<file path="src/rtl/cpu_types_pkg.sv">
`default_nettype none
// ---------------------------------------------------------------------------
// cpu_types_pkg : shared word type, data-memory FSM states, alignment mask
// Revision      : 1.0
// ---------------------------------------------------------------------------
package cpu_types_pkg;

  localparam int unsigned WORD_W = 32;

  typedef logic [WORD_W-1:0] word_t;

  typedef enum logic [1:0] {
    IDLE = 2'd0,
    WAIT = 2'd1,
    HALT = 2'd2
  } dmem_state_t;

  localparam word_t WORD_ALIGN_MASK = 32'hFFFF_FFFC;

  function automatic word_t word_align(input word_t addr);
    return addr & WORD_ALIGN_MASK;
  endfunction

endpackage
`default_nettype wire

</file>
<file path="src/rtl/stall_counter.sv">
`default_nettype none
// ---------------------------------------------------------------------------
// stall_counter : saturating up-counter with enable and synchronous clear
// Revision      : 1.0
// ---------------------------------------------------------------------------
module stall_counter #(
  parameter int unsigned CNT_W = 16
) (
  input  logic             CLK,
  input  logic             RST,
  input  logic             en_i,
  input  logic             clr_i,
  output logic [CNT_W-1:0] cnt_o
);

  logic [CNT_W-1:0] cnt_q;

  always_ff @(posedge CLK or posedge RST) begin
    if (RST) begin
      cnt_q <= '0;
    end else if (clr_i) begin
      cnt_q <= '0;
    end else if (en_i && (cnt_q != {CNT_W{1'b1}})) begin
      cnt_q <= cnt_q + CNT_W'(1);
    end
  end

  assign cnt_o = cnt_q;

endmodule
`default_nettype wire

</file>
<file path="src/rtl/dmem_req_ctrl.sv">
`default_nettype none
// ---------------------------------------------------------------------------
// dmem_req_ctrl : MEM-stage dcache request controller driving the MEM/WB latch
// Revision      : 1.0
// ---------------------------------------------------------------------------
module dmem_req_ctrl
  import cpu_types_pkg::*;
#(
  parameter int unsigned CNT_W  = 16,
  parameter int unsigned ADDR_W = 32
) (
  input  logic              CLK,
  input  logic              RST,
  input  logic              memValid,
  input  logic              memMemRead,
  input  logic              memMemWrite,
  input  logic [ADDR_W-1:0] memaddr,
  input  logic [ADDR_W-1:0] memstore,
  input  logic              memcuHALT,
  input  logic              dhit,
  input  logic [ADDR_W-1:0] dmemload,
  output logic              dmemREN,
  output logic              dmemWEN,
  output logic [ADDR_W-1:0] dmemaddr,
  output logic [ADDR_W-1:0] dmemstore,
  output logic [ADDR_W-1:0] memdmemload,
  output logic              memW,
  output logic              memRST,
  output logic              memStall,
  output logic              halted,
  output logic              misalignErr,
  output logic [CNT_W-1:0]  stallCnt
);

  dmem_state_t       state_q, state_d;
  logic              halted_q, halted_d;
  logic              misalign_q, misalign_d;
  logic [ADDR_W-1:0] load_q, load_d;

  logic req;
  logic cnt_en;
  logic w_op;
  logic w_mis;
  logic w_halt;

  assign w_op   = memValid & (memMemRead | memMemWrite);
  assign w_mis  = w_op & (memaddr[1:0] != 2'b00);
  assign w_halt = memValid & memcuHALT;

  always_ff @(posedge CLK or posedge RST) begin
    if (RST) begin
      state_q    <= IDLE;
      halted_q   <= 1'b0;
      misalign_q <= 1'b0;
      load_q     <= '0;
    end else begin
      state_q    <= state_d;
      halted_q   <= halted_d;
      misalign_q <= misalign_d;
      load_q     <= load_d;
    end
  end

  always_comb begin
    state_d     = state_q;
    halted_d    = halted_q;
    misalign_d  = misalign_q;
    load_d      = load_q;
    req         = 1'b0;
    cnt_en      = 1'b0;
    memW        = 1'b0;
    memRST      = 1'b0;
    memStall    = 1'b0;
    memdmemload = '0;

    // Everything combinational is forced low while reset is held.
    if (!RST) begin
      memdmemload = load_q;
      case (state_q)
        IDLE: begin
          // A halt outranks any memory op that shows up alongside it.
          if (w_halt) begin
            memW     = 1'b1;
            halted_d = 1'b1;
            state_d  = HALT;
          end else if (w_mis) begin
            memRST     = 1'b1;
            misalign_d = 1'b1;
          end else if (w_op) begin
            req = 1'b1;
            if (dhit) begin
              memW        = 1'b1;
              memdmemload = dmemload;
            end else begin
              memStall = 1'b1;
              state_d  = WAIT;
            end
          end else begin
            memW = 1'b1;
          end
        end
        WAIT: begin
          req    = 1'b1;
          cnt_en = 1'b1;
          if (dhit) begin
            memW        = 1'b1;
            memdmemload = dmemload;
            load_d      = dmemload;
            state_d     = IDLE;
          end else begin
            memStall = 1'b1;
          end
        end
        HALT: begin
          memStall = 1'b1;
        end
        default: begin
          state_d = IDLE;
        end
      endcase
    end
  end

  // Read wins when both request flags are set.
  assign dmemREN     = req & memMemRead;
  assign dmemWEN     = req & memMemWrite & ~memMemRead;
  assign dmemaddr    = req ? {memaddr[ADDR_W-1:2], 2'b00} : '0;
  assign dmemstore   = req ? memstore : '0;
  assign halted      = halted_q;
  assign misalignErr = misalign_q;

  stall_counter #(
    .CNT_W (CNT_W)
  ) u_stall_counter (
    .CLK   (CLK),
    .RST   (RST),
    .en_i  (cnt_en),
    .clr_i (1'b0),
    .cnt_o (stallCnt)
  );

endmodule
`default_nettype wire

</file>
<file path="config.mk">
export PLATFORM = sky130hd
export DESIGN_NAME = dmem_req_ctrl
export DESIGN_NICKNAME = d
export VERILOG_FILES = /design/src/rtl/cpu_types_pkg.sv /design/src/rtl/stall_counter.sv /design/src/rtl/dmem_req_ctrl.sv
export SDC_FILE = /design/constraint.sdc
export NUM_CORES = 1
export LEC_CHECK = 0
export BUFFER_PORTS_ARGS = -buffer_cell sky130_fd_sc_hd__buf_2
export CAP_MARGIN = 20
export CORE_MARGIN = 3
export CORE_UTILIZATION = 43
export CTS_CLUSTER_SIZE = 14
export DETAILED_ROUTE_END_ITERATION = 10
export GPL_TIMING_DRIVEN = 1
export PLACE_DENSITY = 0.82
export SKIP_CTS_REPAIR_TIMING = 1
export SYNTH_ARGS = -nofsm -noshare
export SYNTH_HDL_FRONTEND = slang
export SYNTH_SLANG_ARGS = --single-unit
</file>
<file path="constraint.sdc">
create_clock -name CLK -period 3.1 [get_ports CLK]
set_input_delay 0.93 -clock CLK [delete_from_list [all_inputs] [get_ports CLK]]
set_output_delay 0.93 -clock CLK [all_outputs]
set_load 0.005 [all_outputs]
</file>
==> impl_results.html <==
<table>
<tr><th>Metric</th><th>Value</th></tr>
<tr><th colspan="2">Yosys</th></tr>
<tr><td>Sequential area share after synthesis</td><td>39.2%</td></tr>
<tr><td>Per-instance average area after synthesis</td><td>9.17 um2</td></tr>
<tr><td>Post-Synthesis Cells</td><td>362</td></tr>
<tr><td>Yosys warning total</td><td>0</td></tr>
<tr><td>Cell types with the highest counts after synthesis</td><td>and2_1, dfrtp_1, a21oi_1, nand3_1, mux2_2</td></tr>
<tr><td>Synth top area share</td><td>39.2%</td></tr>
<tr><td>Count of flip-flops with a built-in enable after synthesis</td><td>0</td></tr>
<tr><td>Share of flip-flops with an asynchronous set or reset</td><td>100%</td></tr>
<tr><td>Count of cell types in the netlist</td><td>46</td></tr>
<tr><td>Synth area leaders</td><td>dfrtp_1, and2_1, mux2_2</td></tr>
<tr><td>Library cell occupying the most area in the post-synthesis netlist</td><td>dfrtp_1</td></tr>
<tr><td>Most common flop cell mapped by yosys</td><td>dfrtp_1</td></tr>
<tr><td>Cell Area, Synth</td><td>3320 um2</td></tr>
<tr><td>Most numerous cell in the Yosys netlist</td><td>and2_1</td></tr>
<tr><td>Number of synthesized register bits</td><td>52</td></tr>
<tr><th colspan="2">Timing</th></tr>
<tr><td>Achievable clock frequency</td><td>312 MHz</td></tr>
<tr><td>Final number of max-transition violations</td><td>0</td></tr>
<tr><td>Fraction of the cycle the final worst path needs</td><td>103%</td></tr>
<tr><td>Count of final setup violators</td><td>11</td></tr>
<tr><td>Setup total negative slack</td><td>-295 ps</td></tr>
<tr><td>Worst Setup Slack, final</td><td>-108 ps</td></tr>
<tr><td>Fin Hold WS</td><td>483 ps</td></tr>
<tr><td>Hold Violations, Final</td><td>0</td></tr>
<tr><td>Minimum period implied by the final worst setup slack</td><td>3210 ps</td></tr>
<tr><td>Fin Clk Skew</td><td>7.63 ps</td></tr>
<tr><td>Setup repair after global routing missed its margin</td><td>true</td></tr>
<tr><th colspan="2">Status</th></tr>
<tr><td>Result of the run</td><td>finished with violations</td></tr>
<tr><td>Violated checks</td><td>setup timing</td></tr>
<tr><th colspan="2">Critical path</th></tr>
<tr><td>Worst-case reg-to-reg path depth</td><td>4</td></tr>
<tr><td>Cell seen most often among critical-path stages</td><td>buf_12</td></tr>
<tr><td>Reg2reg setup slack</td><td>1170 ps</td></tr>
<tr><td>Critical Path End Type</td><td>output pin</td></tr>
<tr><td>WS Path Type</td><td>input port to output pin</td></tr>
<tr><td>Required time of the critical path</td><td>2170 ps</td></tr>
<tr><td>Critical path's slowest cell</td><td>or2_4</td></tr>
<tr><td>R2R Path Start</td><td>state_q[0]</td></tr>
<tr><td>RR Endpoint</td><td>load_q[21]</td></tr>
<tr><td>Kind of launch point of the worst setup path</td><td>input port</td></tr>
<tr><td>Data arrival time of the critical path</td><td>2280 ps</td></tr>
<tr><td>Slowest stage delay, CP</td><td>260 ps</td></tr>
<tr><td>CP Max Fanout</td><td>8</td></tr>
<tr><td>Cell-by-cell trace of the critical path</td><td>buf_6 -&gt; or2_4 -&gt; a41oi_4 -&gt; buf_12 -&gt; buf_12 -&gt; o21ai_2 -&gt; a21oi_1 -&gt; buf_2</td></tr>
<tr><th colspan="2">Drt</th></tr>
<tr><td>Post-DRT Antenna Nets</td><td>0</td></tr>
<tr><td>Drt first pass iters</td><td>5</td></tr>
<tr><td>Vias</td><td>3799</td></tr>
<tr><td>Total length of routed wires</td><td>13100 um</td></tr>
<tr><td>Routed wire length per instance</td><td>19.0 um</td></tr>
<tr><td>1st-iter DRT viols</td><td>185</td></tr>
<tr><td>DRC</td><td>0</td></tr>
<tr><td>Via-to-Cell Ratio</td><td>5.51</td></tr>
<tr><th colspan="2">Global routing</th></tr>
<tr><td>Number of antenna violations at the first check in global routing</td><td>0</td></tr>
<tr><td>Wire length of the first global-routing pass</td><td>16500 um</td></tr>
<tr><td>Pin count of the biggest net entering global routing</td><td>65</td></tr>
<tr><td>Overflow left after global routing</td><td>0</td></tr>
<tr><td>Global Route Usage Sum</td><td>23.0%</td></tr>
<tr><td>Number of global-route vias before repair</td><td>3259</td></tr>
<tr><th colspan="2">Floorplanning</th></tr>
<tr><td>IO Count</td><td>222</td></tr>
<tr><td>Initial standard-cell utilization of the core</td><td>45.0%</td></tr>
<tr><td>Die width</td><td>93.9 um</td></tr>
<tr><td>Site Rows</td><td>31</td></tr>
<tr><td>Die Area</td><td>8810 um2</td></tr>
<tr><td>Core area</td><td>7370 um2</td></tr>
<tr><td>Die Y-Extent</td><td>93.9 um</td></tr>
<tr><th colspan="2">Placed design</th></tr>
<tr><td>Port Buf Inserts</td><td>219</td></tr>
<tr><td>Gpl congestion</td><td>0.837</td></tr>
<tr><td>Setup Slack @ Placement</td><td>-121 ps</td></tr>
<tr><td>Post-detailed-placement cell area</td><td>4530 um2</td></tr>
<tr><td>Half-perimeter wire length after detailed placement</td><td>8390 um</td></tr>
<tr><th colspan="2">Clock tree</th></tr>
<tr><td>Clock insertion delay at the later pin of the skew report</td><td>300 ps</td></tr>
<tr><td>Root Buffer Master</td><td>clkbuf_8</td></tr>
<tr><td>Number of clock sinks</td><td>52</td></tr>
<tr><td>TritonCTS clock tree</td><td>yes</td></tr>
<tr><td>Depth of the CTS H-tree</td><td>2</td></tr>
<tr><td>Clock transition at the registers of the reported paths</td><td>90 ps</td></tr>
<tr><td>Number of buffers on the longest clock path</td><td>2</td></tr>
<tr><td>Number of clock buffers inserted by TritonCTS</td><td>5</td></tr>
<tr><th colspan="2">Pwr</th></tr>
<tr><td>Power per cell area</td><td>285 nW/um2</td></tr>
<tr><td>Leakage power total</td><td>2.78 nW</td></tr>
<tr><td>Worst VDD drop</td><td>0.000178 V</td></tr>
<tr><td>Overall power of the completed layout</td><td>0.00149 W</td></tr>
<tr><th colspan="2">Cells and area</th></tr>
<tr><td>Multi-input logic area</td><td>2090 um2</td></tr>
<tr><td>Post-route cell area</td><td>5230 um2</td></tr>
<tr><td>Growth of design area from synthesis to finish</td><td>57.5%</td></tr>
<tr><td>Final Net Count</td><td>692</td></tr>
<tr><td>Area used by sequential logic in the layout</td><td>1300 um2</td></tr>
<tr><td>Fill count</td><td>538</td></tr>
<tr><td>Share of post-route cells with drive strength above 1</td><td>60.4%</td></tr>
<tr><th colspan="2">Worst hold path</th></tr>
<tr><td>Worst hold path depth</td><td>1</td></tr>
<tr><td>Endpoint of the worst hold-timing path</td><td>halted</td></tr>
<tr><td>Worst Hold Class</td><td>flip-flop to flip-flop</td></tr>
<tr><td>Source of the worst hold timing path</td><td>halted</td></tr>
<tr><th colspan="2">Job</th></tr>
<tr><td>Count of maximum capacitance violations</td><td>0</td></tr>
</table>
==> area by class of cell <==
cell class,count,area share [%]
diodes,1,0.0479
clock inverters,2,0.263
inverters,2,0.144
well taps,99,2.37
flip-flops and latches,52,24.9
multi-input cells,278,39.9
clock buffers,6,1.58
repair buffers,249,30.8
==> layer usage <==
metal / wire, um / GRT usage [%] / vias up
met2: 6270 / 36.2 / 245
met1: 5100 / 33.0 / 1796
met4: 294 / 3.13 / 0
li1: - / - / 1729
met5: 0 / 0 / -
met3: 1420 / 5.77 / 29
==> worst max path at each step <==
stage	depth (start not counted)	slack (ps)	to	from
after detailed placement	7	-120	memdmemload[1]	memMemWrite
after floorplan	5	170	memdmemload[11]	memMemWrite
after global routing	8	-190	memdmemload[8]	memMemRead
final	8	-110	memdmemload[8]	memMemRead
after CTS	7	-130	memdmemload[1]	memMemWrite
after global placement	7	-70	memdmemload[1]	memMemWrite
==> logic make-up (layout without fill, tap and decap cells) <==
| logic type | Yosys count | in the layout | synth area share, % |
|---|---|---|---|
| XOR/XNOR | 15 | 15 | 3.96 |
| other | 1 | 3 | 0.113 |
| buffers and inverters | 33 | 259 | 5.05 |
| multiplexers | 33 | 33 | 11.2 |
| flip-flops | 52 | 52 | 39.2 |
| AND/OR/NAND/NOR | 146 | 146 | 26.9 |
| AO/OA/AOI/OAI | 81 | 81 | 13.2 |
| adder cells (fa/ha/maj) | 1 | 1 | 0.377 |
==> power breakdown <==
group | total [W] | internal (W) | switching, W
logic | 0.000328 | 0.000162 | 0.000165
registers | 0.000756 | 0.000720 | 0.0000362
clock network | 0.000405 | 0.000183 | 0.000222
==> placed cells by master (no fill, tap or decap), types with 2 or more instances in the layout <==
master and instances:
buf_4 12, and2_1 45, and3_1 3, o21ai_1 9
mux2_2 32, conb_1 2, dfrtp_1 52, a21oi_1 31
nor3b_2 2, buf_6 18, nand3_1 31, nand4_1 7
nor2_1 5, clkbuf_8 6, a21oi_2 9, buf_2 206
o21ai_4 2, xnor2_1 6, and2_4 20, buf_8 2
o21ai_2 14, o21ai_0 8, nand2_1 7, nand2b_1 2
xor2_1 9, clkbuf_16 7, inv_2 2, nor3_1 2
nand3_2 7, buf_12 4, nor3_4 2
==> stage by stage <==
step                      std cells  util [%]
after floorplan                 363         -
after CTS                       671      62.7
after global placement          663      61.4
after global routing            688      70.9
final                           689      70.9
after detailed placement        663      61.4
==> worst max-delay path, delay by kind of cell <==
kind            cells  cell delay [ps]
buf+inv             4              570
compound gates      3              520
simple gates        1              260
==> registers in the layout, summed over array words and instances (netlist names) <==
register	flops
halted	1
u_stall_counter.cnt_o	16
misalignErr	1
load_q	32
state_q	2
Note: power is estimated with default switching activity, not from simulation.
